`config.mk`:
```
export PLATFORM = sky130hd
export DESIGN_NAME = tlight_scheduler
export DESIGN_NICKNAME = d
export VERILOG_FILES = /design/src/rtl/tlight_scheduler.sv
export SDC_FILE = /design/constraint.sdc
export NUM_CORES = 1
export LEC_CHECK = 0
export CORE_UTILIZATION = 51
export DETAILED_ROUTE_END_ITERATION = 6
export MAX_ROUTING_LAYER = met4
export PLACE_DENSITY = 0.8
export REMOVE_ABC_BUFFERS = 1
export SYNTH_ARGS = -nofsm -noshare
export SYNTH_HDL_FRONTEND = slang
export SYNTH_SLANG_ARGS = --single-unit
```
`constraint.sdc`:
```
create_clock -name clock -period 2.2 [get_ports clock]
set_clock_uncertainty 0.15 [all_clocks]
set_input_delay 0.44 -clock clock [delete_from_list [all_inputs] [get_ports clock]]
set_output_delay 0.44 -clock clock [all_outputs]
set_load 0.01 [all_outputs]
```
`src/rtl/tlight_scheduler.sv`:
```
// ---------------------------------------------------------------------------
// tlight_scheduler
//
// Demand-actuated phase scheduler for a two-way intersection (NS and WE
// approaches) plus an all-red pedestrian walk phase. Vehicle-detector and
// pedestrian-button requests are latched into pending flags. The pending
// flags are served in round-robin order, starting after the most recently
// served phase. Green phases honour minimum and maximum green times.
// Yellow and all-red clearance intervals always run their full length.
// Emergency preemption forces the requested direction to green as soon as
// it is safe to do so, and holds it there.
//
// Ports:
//   clock      system clock, rising edge (1 s period)
//   reset_n    asynchronous active-low reset
//   ns_req     NS vehicle detector, level sampled every cycle
//   we_req     WE vehicle detector, level sampled every cycle
//   ped_req    pedestrian push button, level sampled every cycle
//   emerg      emergency preemption active (level)
//   emerg_dir  preempting direction: 0 = NS, 1 = WE
//   ns         NS lamp, one-hot {RED, YELLOW, GREEN}
//   we         WE lamp, one-hot {RED, YELLOW, GREEN}
//   walk       pedestrian walk lamp
//   phase      current state code, for monitoring
// ---------------------------------------------------------------------------
module tlight_scheduler #(
  parameter int MIN_GREEN   = 5,
  parameter int MAX_GREEN   = 15,
  parameter int YELLOW_TIME = 3,
  parameter int ALLRED_TIME = 1,
  parameter int WALK_TIME   = 8,
  parameter int TW          = 5
) (
  input  logic       clock,
  input  logic       reset_n,
  input  logic       ns_req,
  input  logic       we_req,
  input  logic       ped_req,
  input  logic       emerg,
  input  logic       emerg_dir,
  output logic [2:0] ns,
  output logic [2:0] we,
  output logic       walk,
  output logic [2:0] phase
);

  typedef enum logic [2:0] {
    ALL_RED  = 3'd0,
    WE_GO    = 3'd1,
    WE_YEL   = 3'd2,
    NS_GO    = 3'd3,
    NS_YEL   = 3'd4,
    PED_WALK = 3'd5
  } state_t;

  // Most recently served phase; this is the round-robin pointer.
  typedef enum logic [1:0] {
    LAST_WE  = 2'd0,
    LAST_NS  = 2'd1,
    LAST_PED = 2'd2
  } last_t;

  localparam logic [2:0] LAMP_RED    = 3'b100;
  localparam logic [2:0] LAMP_YELLOW = 3'b010;
  localparam logic [2:0] LAMP_GREEN  = 3'b001;

  // A dwell value equal to one of these means the current cycle is the
  // last cycle (or the threshold cycle) of the corresponding interval.
  localparam logic [TW-1:0] ALLRED_END = TW'(ALLRED_TIME - 1);
  localparam logic [TW-1:0] YELLOW_END = TW'(YELLOW_TIME - 1);
  localparam logic [TW-1:0] WALK_END   = TW'(WALK_TIME - 1);
  localparam logic [TW-1:0] MIN_END    = TW'(MIN_GREEN - 1);
  localparam logic [TW-1:0] MAX_END    = TW'(MAX_GREEN - 1);
  localparam logic [TW-1:0] DWELL_SAT  = {TW{1'b1}};

  state_t        state;
  state_t        state_next;
  state_t        rr_pick;
  last_t         last;
  last_t         last_next;
  logic [TW-1:0] dwell;
  logic [TW-1:0] dwell_next;
  logic          ns_pend;
  logic          we_pend;
  logic          ped_pend;
  logic          ns_pend_next;
  logic          we_pend_next;
  logic          ped_pend_next;
  logic          entering;
  logic          we_compete;
  logic          ns_compete;

  // Competing demand for each green: the cross direction or a pedestrian.
  assign we_compete = ns_pend | ped_pend;
  assign ns_compete = we_pend | ped_pend;

  // Round-robin choice for leaving ALL_RED. The scan order is
  // WE -> NS -> PED, and it starts just after the last served phase. With
  // no demand, the green opposite the last served one is chosen. After
  // PED, that green is WE.
  always_comb begin
    rr_pick = WE_GO;
    case (last)
      LAST_WE: begin
        if (ns_pend)       rr_pick = NS_GO;
        else if (ped_pend) rr_pick = PED_WALK;
        else if (we_pend)  rr_pick = WE_GO;
        else               rr_pick = NS_GO;
      end
      LAST_NS: begin
        if (ped_pend)      rr_pick = PED_WALK;
        else if (we_pend)  rr_pick = WE_GO;
        else if (ns_pend)  rr_pick = NS_GO;
        else               rr_pick = WE_GO;
      end
      default: begin
        if (we_pend)       rr_pick = WE_GO;
        else if (ns_pend)  rr_pick = NS_GO;
        else if (ped_pend) rr_pick = PED_WALK;
        else               rr_pick = WE_GO;
      end
    endcase
  end

  // Next-state logic. A green with no competing demand rests forever.
  // The max-green term is implied by the min-green term for sane
  // parameters. It is kept so that the intent stays visible.
  always_comb begin
    state_next = state;
    case (state)
      ALL_RED: begin
        if (dwell == ALLRED_END) begin
          if (emerg) state_next = emerg_dir ? WE_GO : NS_GO;
          else       state_next = rr_pick;
        end
      end
      WE_GO: begin
        if (emerg) begin
          if (!emerg_dir) state_next = WE_YEL;
        end else if (we_compete && ((dwell >= MIN_END) || (dwell >= MAX_END))) begin
          state_next = WE_YEL;
        end
      end
      WE_YEL: begin
        if (dwell == YELLOW_END) state_next = ALL_RED;
      end
      NS_GO: begin
        if (emerg) begin
          if (emerg_dir) state_next = NS_YEL;
        end else if (ns_compete && ((dwell >= MIN_END) || (dwell >= MAX_END))) begin
          state_next = NS_YEL;
        end
      end
      NS_YEL: begin
        if (dwell == YELLOW_END) state_next = ALL_RED;
      end
      PED_WALK: begin
        if (emerg || (dwell == WALK_END)) state_next = ALL_RED;
      end
      default: state_next = ALL_RED;
    endcase
  end

  assign entering = (state_next != state);

  // Request latching and bookkeeping. A request is ignored while its own
  // phase is being served. A flag is cleared on the edge that enters its
  // phase, and that clear overrides a request sampled on the same edge.
  always_comb begin
    ns_pend_next  = ns_pend  | (ns_req  & (state != NS_GO));
    we_pend_next  = we_pend  | (we_req  & (state != WE_GO));
    ped_pend_next = ped_pend | (ped_req & (state != PED_WALK));
    last_next     = last;
    if (entering) begin
      case (state_next)
        NS_GO: begin
          ns_pend_next = 1'b0;
          last_next    = LAST_NS;
        end
        WE_GO: begin
          we_pend_next = 1'b0;
          last_next    = LAST_WE;
        end
        PED_WALK: begin
          ped_pend_next = 1'b0;
          last_next     = LAST_PED;
        end
        default: ;
      endcase
    end
  end

  // The dwell counter restarts on every state change and saturates, so a
  // long resting green can never wrap back into the min-green window.
  always_comb begin
    dwell_next = dwell;
    if (entering)                dwell_next = '0;
    else if (dwell != DWELL_SAT) dwell_next = dwell + 1'b1;
  end

  always_ff @(posedge clock or negedge reset_n) begin
    if (!reset_n) begin
      state    <= ALL_RED;
      dwell    <= '0;
      ns_pend  <= 1'b0;
      we_pend  <= 1'b0;
      ped_pend <= 1'b0;
      last     <= LAST_PED;
    end else begin
      state    <= state_next;
      dwell    <= dwell_next;
      ns_pend  <= ns_pend_next;
      we_pend  <= we_pend_next;
      ped_pend <= ped_pend_next;
      last     <= last_next;
    end
  end

  // Moore lamp decode. Illegal codes show all red until the next edge
  // returns the FSM to ALL_RED.
  always_comb begin
    ns   = LAMP_RED;
    we   = LAMP_RED;
    walk = 1'b0;
    case (state)
      WE_GO:    we   = LAMP_GREEN;
      WE_YEL:   we   = LAMP_YELLOW;
      NS_GO:    ns   = LAMP_GREEN;
      NS_YEL:   ns   = LAMP_YELLOW;
      PED_WALK: walk = 1'b1;
      default:  ;
    endcase
  end

  assign phase = state;

endmodule

```
# == Word level (Yosys, flattened, before mapping) ==
# Cells that the tools add are included.
# Widths: inputs -> output; s select.
# op_classes
addsub,1
n_lt_le_gt_ge,2
n_eq_ne,16
n_mux,34
n_bitwise,8
reduce_logical,11
# ops
op,n
$mux 3,16
$pmux 3 s2,3
$pmux 3 s5,1
$mux 5,2
$eq 3x2->1 const B,3
$eq 3x3->1 const B,3
$mux 2,4
$mux 1,7
$eq 3x1->1 const B,2
$pmux 2 s3,1
$add 5x1->5 const B,1
$eq 5x2->1 const B,1
$eq 5x3->1 const B,1
$ge 5x3->1 const B,1
$ge 5x4->1 const B,1
$logic_not 5->1,1
$ne 5x5->1 const B,1
$or 1x1->1,5
$and 1x1->1,3
$logic_not 3->1,1
$ne 3x1->1 const B,1
$ne 3x2->1 const B,1
$ne 3x3->1,1
$ne 3x3->1 const B,1
other kinds (8),10
# word_totals
register_bits,13
out_inout_bits,10
wordCells,78

# == Longest topological paths before layout ==
# Gate-level depths: netlist of run 1.
# logic_depth
word_depth,10
ltp_mapped,7

# == Worst setup path before layout of run 1 ==
# Ideal clock, no wire load.
# synth_timing
path_kind,flip-flop to flip-flop
start,register dwell[0]
end,register last[0]
setup_ns,0.148
t_arrival_ns,1.523
t_required_ns,1.902
setup_slack_ns,0.379
stages_incl_launch_ff,8
n_path_buf,0
period_less_slack_ns,1.821
cell_sequence,dfrtp_1 inv_1 ha_1 nor4b_1 and2b_1 a211oi_2 o211a_1 o211ai_1
# synth_via
elab_chain_cells,9
elab_cells_between_ends,24
# synth_rtl
element,line_no,rtl
"start, declared",81,logic [TW-1:0] dwell;
"start signal, assigned",211,dwell <= dwell_next;
$ge 5x3->1 / $ge 5x4->1 (equally long branches),"140, 150",
$logic_or 1x1->1,"140, 150",
"$logic_and 1x1->1, on equally long branches","150, 140",
"$mux 3, on equally long branches","150, 140",
"$mux 3, on equally long branches","148, 138",
$pmux 3 s5 (*),130,case (state)
$eq 3x3->1 (tied with other cells),175,case (state_next)
$reduce_bool 3->1 (no source line),--,
$reduce_and 2->1 (no source line),--,
"end signal, assigned",215,last <= last_next;
"end, declared",79,last_t last;
# Mark *: on every way between the ends. The rest lies on a longest branch, timed or not.
# A chain may end at the register's enable or synchronous reset.

# == Final worst setup path of run 1 ==
# layout_timing
start,"register state[1], in the netlist phase[1]"
end,output port ns[2]
# layout_via
elab_chain_cells,2
elab_cells_between_ends,3
# layout_rtl
element,line_no,rtl
"start, declared",76,state_t state;
"start signal, assigned",210,state <= state_next;
$eq 3x3->1 / $eq 3x2->1 (equally long branches),225,case (state)
$pmux 3 s2 (*),225,
"end, declared",41,"output logic [2:0] ns,"
# Marks and branches as above.

==> results.ini, run 1 <==
[outcome]
status = complete, no violations

[synthesis]
yosysMostFrequentCell = dfrtp_1
yosys_warnings = 0
synth_seq_area_share = 0.344
synth-seq-cells = 13
synth_cell_types = 47
ys_async_sr_fraction = 1.00
synth_flop_cell = dfrtp_1
synth_area_sq_um = 948
synthTopCellsByCount = dfrtp_1, nor3_1, inv_1, nor2_1, a21oi_1
synth_edf_count = 0
synth_area_leaders = dfrtp_1, ha_1, nor3_1
syn_area_per_cell_sq_um = 9.78
synth_top_area_cell = dfrtp_1
synth_top_area_share = 0.317
synth_cells = 97

[finish]
drive_gt1_frac = 0.256
n_antenna_cell = 0
area_growth_pct = 36.0
multiInputGateArea_sq_um = 609
n_fill_cell = 128
seq_area_sq_um = 329
nNetsFinal = 141
fin_cells = 154

[placement]
placedCellCount = 146
globalplace.congestion = 0.839
io_buffers = 16
dpl.hpwl_um = 1720
dp_slack_ns = -0.0799

[sta]
fin_crit_ns = 2.11
rsz0062_at_grt = no
finalCritPeriodShare = 0.961
hold_viol_final = 0
fin_ws_ns = 0.0868
relSlewSlack = 0.611
tightest_slew_ns = 0.582
finalSetupViolCount = 0
tns_ns = 0
hold_slack_ns = 0.392
max_freq_mhz = 473
slew_violations = 0

[hold_path]
hold_class = in -> async

[drt]
firstDrtPassIters = 4
drc = 0
routed_wl_um = 2290
vias = 857
avgViaCountPerCell = 5.56
dr.first_iter.drc_count = 33
ant_nets = 0
wl_per_cell_um = 14.9

[grt]
track_usage = 0.256
grt_max_degree = 14
antenna_found_initial = 0
grt_pass1_vias = 805
overflow = 0
grt_pass1_wl_um = 3660

[job]
cap_viol_max_count = 0

[pwr]
powerDensity_nw_per_um2 = 1250
p_leak_nw = 0.628
peakVddDrop_uv = 850

[setup_path]
cp_slowest_cell = dfrtp_2
worstPathArrival_ns = 1.52
cp_max_fo = 6
setup.worst_path.end_class = primary output
path_cells = or3b_1, inv_1, nor2_1, dlygate4sd2_1
slowest_delay_ns = 0.46
cp-start-kind = flip-flop
critPathKind = reg -> out
cp_data_required_time_ns = 1.61

[cts]
cts_buffer_depth = 2
clk_latency_ns = 0.26
cts_buffers = 3
cts_htree_levels = 1
cts_hold_buf = 0
cts.sink_count = 13
root_buffer = clkbuf_4
cts_tree = yes
path_clk_slew_ns = 0.08

[floorplanning]
die_y_um = 45.1
floorplan.initialDensity = 0.549
core_area_sq_um = 1730
die_w_um = 45.1
dieArea_sq_um = 2040
placementRows = 15
io_pins = 17

==> kinds of logic (layout without fill, tap and decap cells) <==
logic type	Yosys count	in the layout	synth area share
compound gates	24	24	0.232
simple gates	40	40	0.270
flops	13	13	0.344
xor+xnor	3	3	0.0277
buf+inv	10	42	0.0409
mux	3	3	0.0317
fa+ha+maj	4	4	0.0528
==> critical path, delay by kind of cell (launching register included) <==
family | cells | cell delay, ns
buf+inv | 2 | 0.36
flops | 1 | 0.46
simple gates | 2 | 0.44
==> path summary, 6_finish.rpt <==
check,start,end,slack (ns),cells after the start
setup / recovery,phase[1]$_DFF_PN0_,ns[2],0.09,4
hold / removal,reset_n,ped_pend$_DFF_PN0_,0.39,1
setup reg to reg,dwell[0]$_DFFE_PN0P_,last[0]$_DFFE_PN0P_,0.19,8
hold reg to reg,last[1]$_DFFE_PN1P_,last[1]$_DFFE_PN1P_,0.40,1
max in group asynchronous,reset_n,phase[1]$_DFF_PN0_,1.10,1
min in group clock,last[1]$_DFFE_PN1P_,last[1]$_DFFE_PN1P_,0.40,1
==> per-layer routing <==
layer,vias up,part of all wire,track usage
li1,426,-,-
met1,398,0.45,0.355
met2,29,0.48,0.388
met3,4,0.054,0.0200
met4,0,0.015,0.103
met5,-,0,-
==> cell usage in the layout, fill, tap and decap left out, types with 3 or more instances in the layout <==
cell type,n
inv_2,3
buf_4,13
inv_1,6
dlymetal6s2s_1,3
nor3_1,7
a21oi_1,5
nor2_1,5
mux2i_1,3
nor2b_1,4
o31ai_1,3
clkbuf_4,3
ha_1,4
nand2_1,3
clkdlybuf4s50_1,9
dfrtp_1,10
dlygate4sd2_1,4
==> final cells by class <==
class | count | area share
well taps | 25 | 0.0242
inverters | 9 | 0.0262
flip-flops and latches | 13 | 0.255
repair buffers | 29 | 0.202
clock buffers | 4 | 0.0204
multi-input cells | 74 | 0.472
==> sequential cells by signal, summed over array words and instances, names as in the netlist <==
signal and flops:
last 2, ns_pend 1, ped_pend 1, we_pend 1
dwell 5, phase 3
==> what timing repair did <==
| action | CTS | global route |
|---|---|---|
| hold endpoints to repair | 0 | 0 |
| setup endpoints to repair | 6 | 8 |
| resized for setup | 9 | 5 |
| pin swaps | 1 | 1 |
| setup buffers | 2 | 2 |
==> metrics by stage <==
| stage | utilization | cell area (sq um) | total power, mW |
|---|---|---|---|
| 2_1_floorplan | - | 943 | 1.03 |
| 3_3_place_gp | 0.696 | 1200 | 1.40 |
| 3_5_place_dp | 0.696 | 1200 | 1.42 |
| 4_1_cts | 0.726 | 1250 | 1.59 |
| 5_1_grt | 0.747 | 1290 | 1.73 |
| 6_report | 0.747 | 1290 | 1.61 |
==> report_power, final <==
group | total [mW] | switching (mW) | internal, mW | leakage, nW
clock | 0.142 | 0.0721 | 0.0700 | 0.0150
sequential | 0.430 | 0.100 | 0.330 | 0.155
combinational | 1.04 | 0.521 | 0.514 | 0.457
No activity file was read; power rests on OpenSTA's default activity.
==> run 2, diff against run 1 <==
--- a/config.mk
+++ b/config.mk
@@ -5,10 +5,11 @@
 export SDC_FILE = /design/constraint.sdc
 export NUM_CORES = 1
 export LEC_CHECK = 0
-export CORE_UTILIZATION = 51
+export CORE_ASPECT_RATIO = 1.75
+export CORE_UTILIZATION = 36
 export DETAILED_ROUTE_END_ITERATION = 6
 export MAX_ROUTING_LAYER = met4
-export PLACE_DENSITY = 0.8
+export PLACE_DENSITY = 0.6
 export REMOVE_ABC_BUFFERS = 1
 export SYNTH_ARGS = -nofsm -noshare
 export SYNTH_HDL_FRONTEND = slang
==> run 2 against run 1 <==
Maximum frequency decreased by 0.25%. Clock-buffer cell count unchanged. Largest power group unchanged. Highest routed layer unchanged. Global-route usage decreased by 6.2 points. Routed wire length increased by 1.3%. Via count decreased by 1.5%. Final cell count increased by 0.65%.
==> results.ini, run 2 (same netlist as run 1, synthesis figures left out) <==
[outcome]
status = complete, no violations

[cts]
cts_buffer_depth = 2  ; unchanged
root_buffer = clkbuf_8
cts_htree_levels = 1  ; unchanged
cts_buffers = 3  ; unchanged
path_clk_slew_ns = 0.05  ; -0.03 ns
cts_tree = yes
cts.sink_count = 13  ; unchanged
clk_latency_ns = 0.24  ; -0.02 ns

[setup_path]
path_cells = or3b_1, inv_1, nor2_1, dlygate4sd2_1
cp_num_cells = 4  ; unchanged
critical-path-top-delay-family = simple AND/OR/NAND/NOR gates
ff2ff_path_depth = 7  ; -1
cp_max_fo = 8  ; +2
regToRegEndpoint = dwell[3]$_DFFE_PN0P_
slowest_delay_ns = 0.46  ; about the same
worstPathArrival_ns = 1.53  ; about the same
cp-start-kind = flip-flop
cp_slowest_cell = dfrtp_2
r2r-start = dwell[0]$_DFFE_PN0P_
critPathKind = reg -> out
path_buf_inv = 2  ; unchanged
cp_data_required_time_ns = 1.61  ; about the same
crit_path_end = ns[2]
regToRegSetupSlack_ns = 0.19  ; about the same
setup.worst_path.end_class = primary output
critPathLaunch = phase[1]$_DFF_PN0_

[finish]
drive_gt1_frac = 0.256  ; unchanged
nNetsFinal = 141  ; unchanged
layout_commonest_cell = buf_4
layout_common_cells = buf_4, dfrtp_1, clkdlybuf4s50_1
n_antenna_cell = 0  ; unchanged
area_growth_pct = 37.2
largest_register = dwell
largest_reg_flops = 5  ; unchanged
design_area_sq_um = 1300  ; +0.87%
n_fill_cell = 244  ; +91%

[placement]
globalplace.congestion = 0.797  ; -5.1%
dpl.hpwl_um = 1900  ; +11%
io_buffers = 16  ; unchanged
place_area_sq_um = 1230  ; +2.0%

[floorplanning]
io_pins = 17  ; unchanged
dieArea_sq_um = 2850  ; +40%
core_area_sq_um = 2490  ; +44%
die_y_um = 69.9  ; +55%
placementRows = 24  ; +9
floorplan.initialDensity = 0.381  ; -0.169
die_w_um = 40.8  ; -9.6%

[grt]
grt_pass1_vias = 821  ; +2.0%
grt_pass1_wl_um = 3650  ; -0.19%
overflow = 0  ; unchanged
grt_max_degree = 14  ; unchanged
antenna_found_initial = 0  ; unchanged
track_usage = 0.194  ; -0.0621

[pwr]
powerDensity_nw_per_um2 = 1260  ; +1.1%
p_leak_nw = 0.621  ; -1.1%
p_total_mw = 1.64  ; +2.0%
peakVddDrop_uv = 574  ; -32%

[drt]
ant_nets = 0  ; unchanged
drc = 0  ; unchanged
routed_wl_um = 2320  ; +1.3%
avgViaCountPerCell = 5.45  ; -2.2%
dr.first_iter.drc_count = 21  ; -36%
firstDrtPassIters = 4  ; unchanged
wl_per_cell_um = 14.9  ; +0.61%
vias = 844  ; -1.5%

[sta]
finalCritPeriodShare = 0.963  ; +0.00243
rsz0062_at_grt = yes
finalSetupViolCount = 0  ; unchanged
hold_slack_ns = 0.394  ; +0.00159 ns
fin_crit_ns = 2.12  ; +0.00534 ns
slew_violations = 0  ; unchanged
hold_viol_final = 0  ; unchanged
relSlewSlack = 0.622  ; +0.0109
max_freq_mhz = 472  ; -0.25%
tightest_slew_ns = 0.565  ; -0.0164 ns

[hold_path]
hold_class = reg -> reg

[job]
cap_viol_max_count = 0  ; unchanged

-- run 2: cell types whose count changed in the layout (fill, tap and decap cells not counted) --
cell / change
dlymetal6s2s_1: -1
clkbuf_8: +3
clkbuf_4: -3
nand3_1: -1
nor4b_2: -1
nor2_2: +1
clkdlybuf4s50_1: +1
nand3_2: +1
nor2_4: -1
nor4b_1: +1
-- run 2: layout make-up --
class	count	area, sq um	area share
sequential	13	329	0.253
multi-input combinational	74	603	0.463
clock buffer	4	45.0	0.0346
tap	26	32.5	0.0250
timing repair buffer	29	258	0.198
inverter	9	33.8	0.0260
-- run 2: worst min-delay path by stage --
stage	cells past startpoint	start	slack [ns]	to
2_1_floorplan	0	reset_n	-0.006	dwell[0]$_DFFE_PN0P_
3_3_place_gp	1	last[1]$_DFFE_PN1P_	0.38	last[1]$_DFFE_PN1P_
3_5_place_dp	1	last[1]$_DFFE_PN1P_	0.39	last[1]$_DFFE_PN1P_
4_1_cts	1	last[1]$_DFFE_PN1P_	0.39	last[1]$_DFFE_PN1P_
5_1_grt	1	last[1]$_DFFE_PN1P_	0.42	last[1]$_DFFE_PN1P_
6_report	1	last[1]$_DFFE_PN1P_	0.39	last[1]$_DFFE_PN1P_
-- run 2: repair_timing --
action / in CTS / in global routing
setup buffers: 0 / 1
endpoints found under the setup margin: 6 / 7
resized for setup: 9 / 3
hold buffers: 0 / 0
-- run 2: through the flow --
| stage | TNS, ns | util | setup slack (ns) | std cells |
|---|---|---|---|---|
| final | 0 | 0.522 | 0.0814 | 155 |
| after global routing | -0.00343 | 0.522 | -0.00343 | 155 |
| after CTS | 0 | 0.514 | 0.00231 | 154 |
| after detailed placement | -0.723 | 0.492 | -0.159 | 150 |
| after global placement | -0.533 | 0.492 | -0.132 | 150 |
| after floorplan | 0 | - | 0.379 | 96 |
-- run 2: per-layer routing --
layer	GRT usage	share of wire	vias to the layer above
met1	0.200	0.37	396
met5	-	0	-
met4	0.100	0.025	0
met2	0.328	0.58	20
li1	-	-	423
met3	0.0190	0.031	5
-- run 2: power by group --
| group | switching (mW) | internal [mW] |
|---|---|---|
| logic | 0.498 | 0.499 |
| registers | 0.105 | 0.331 |
| clock network | 0.0786 | 0.127 |
| total | 0.682 | 0.958 |
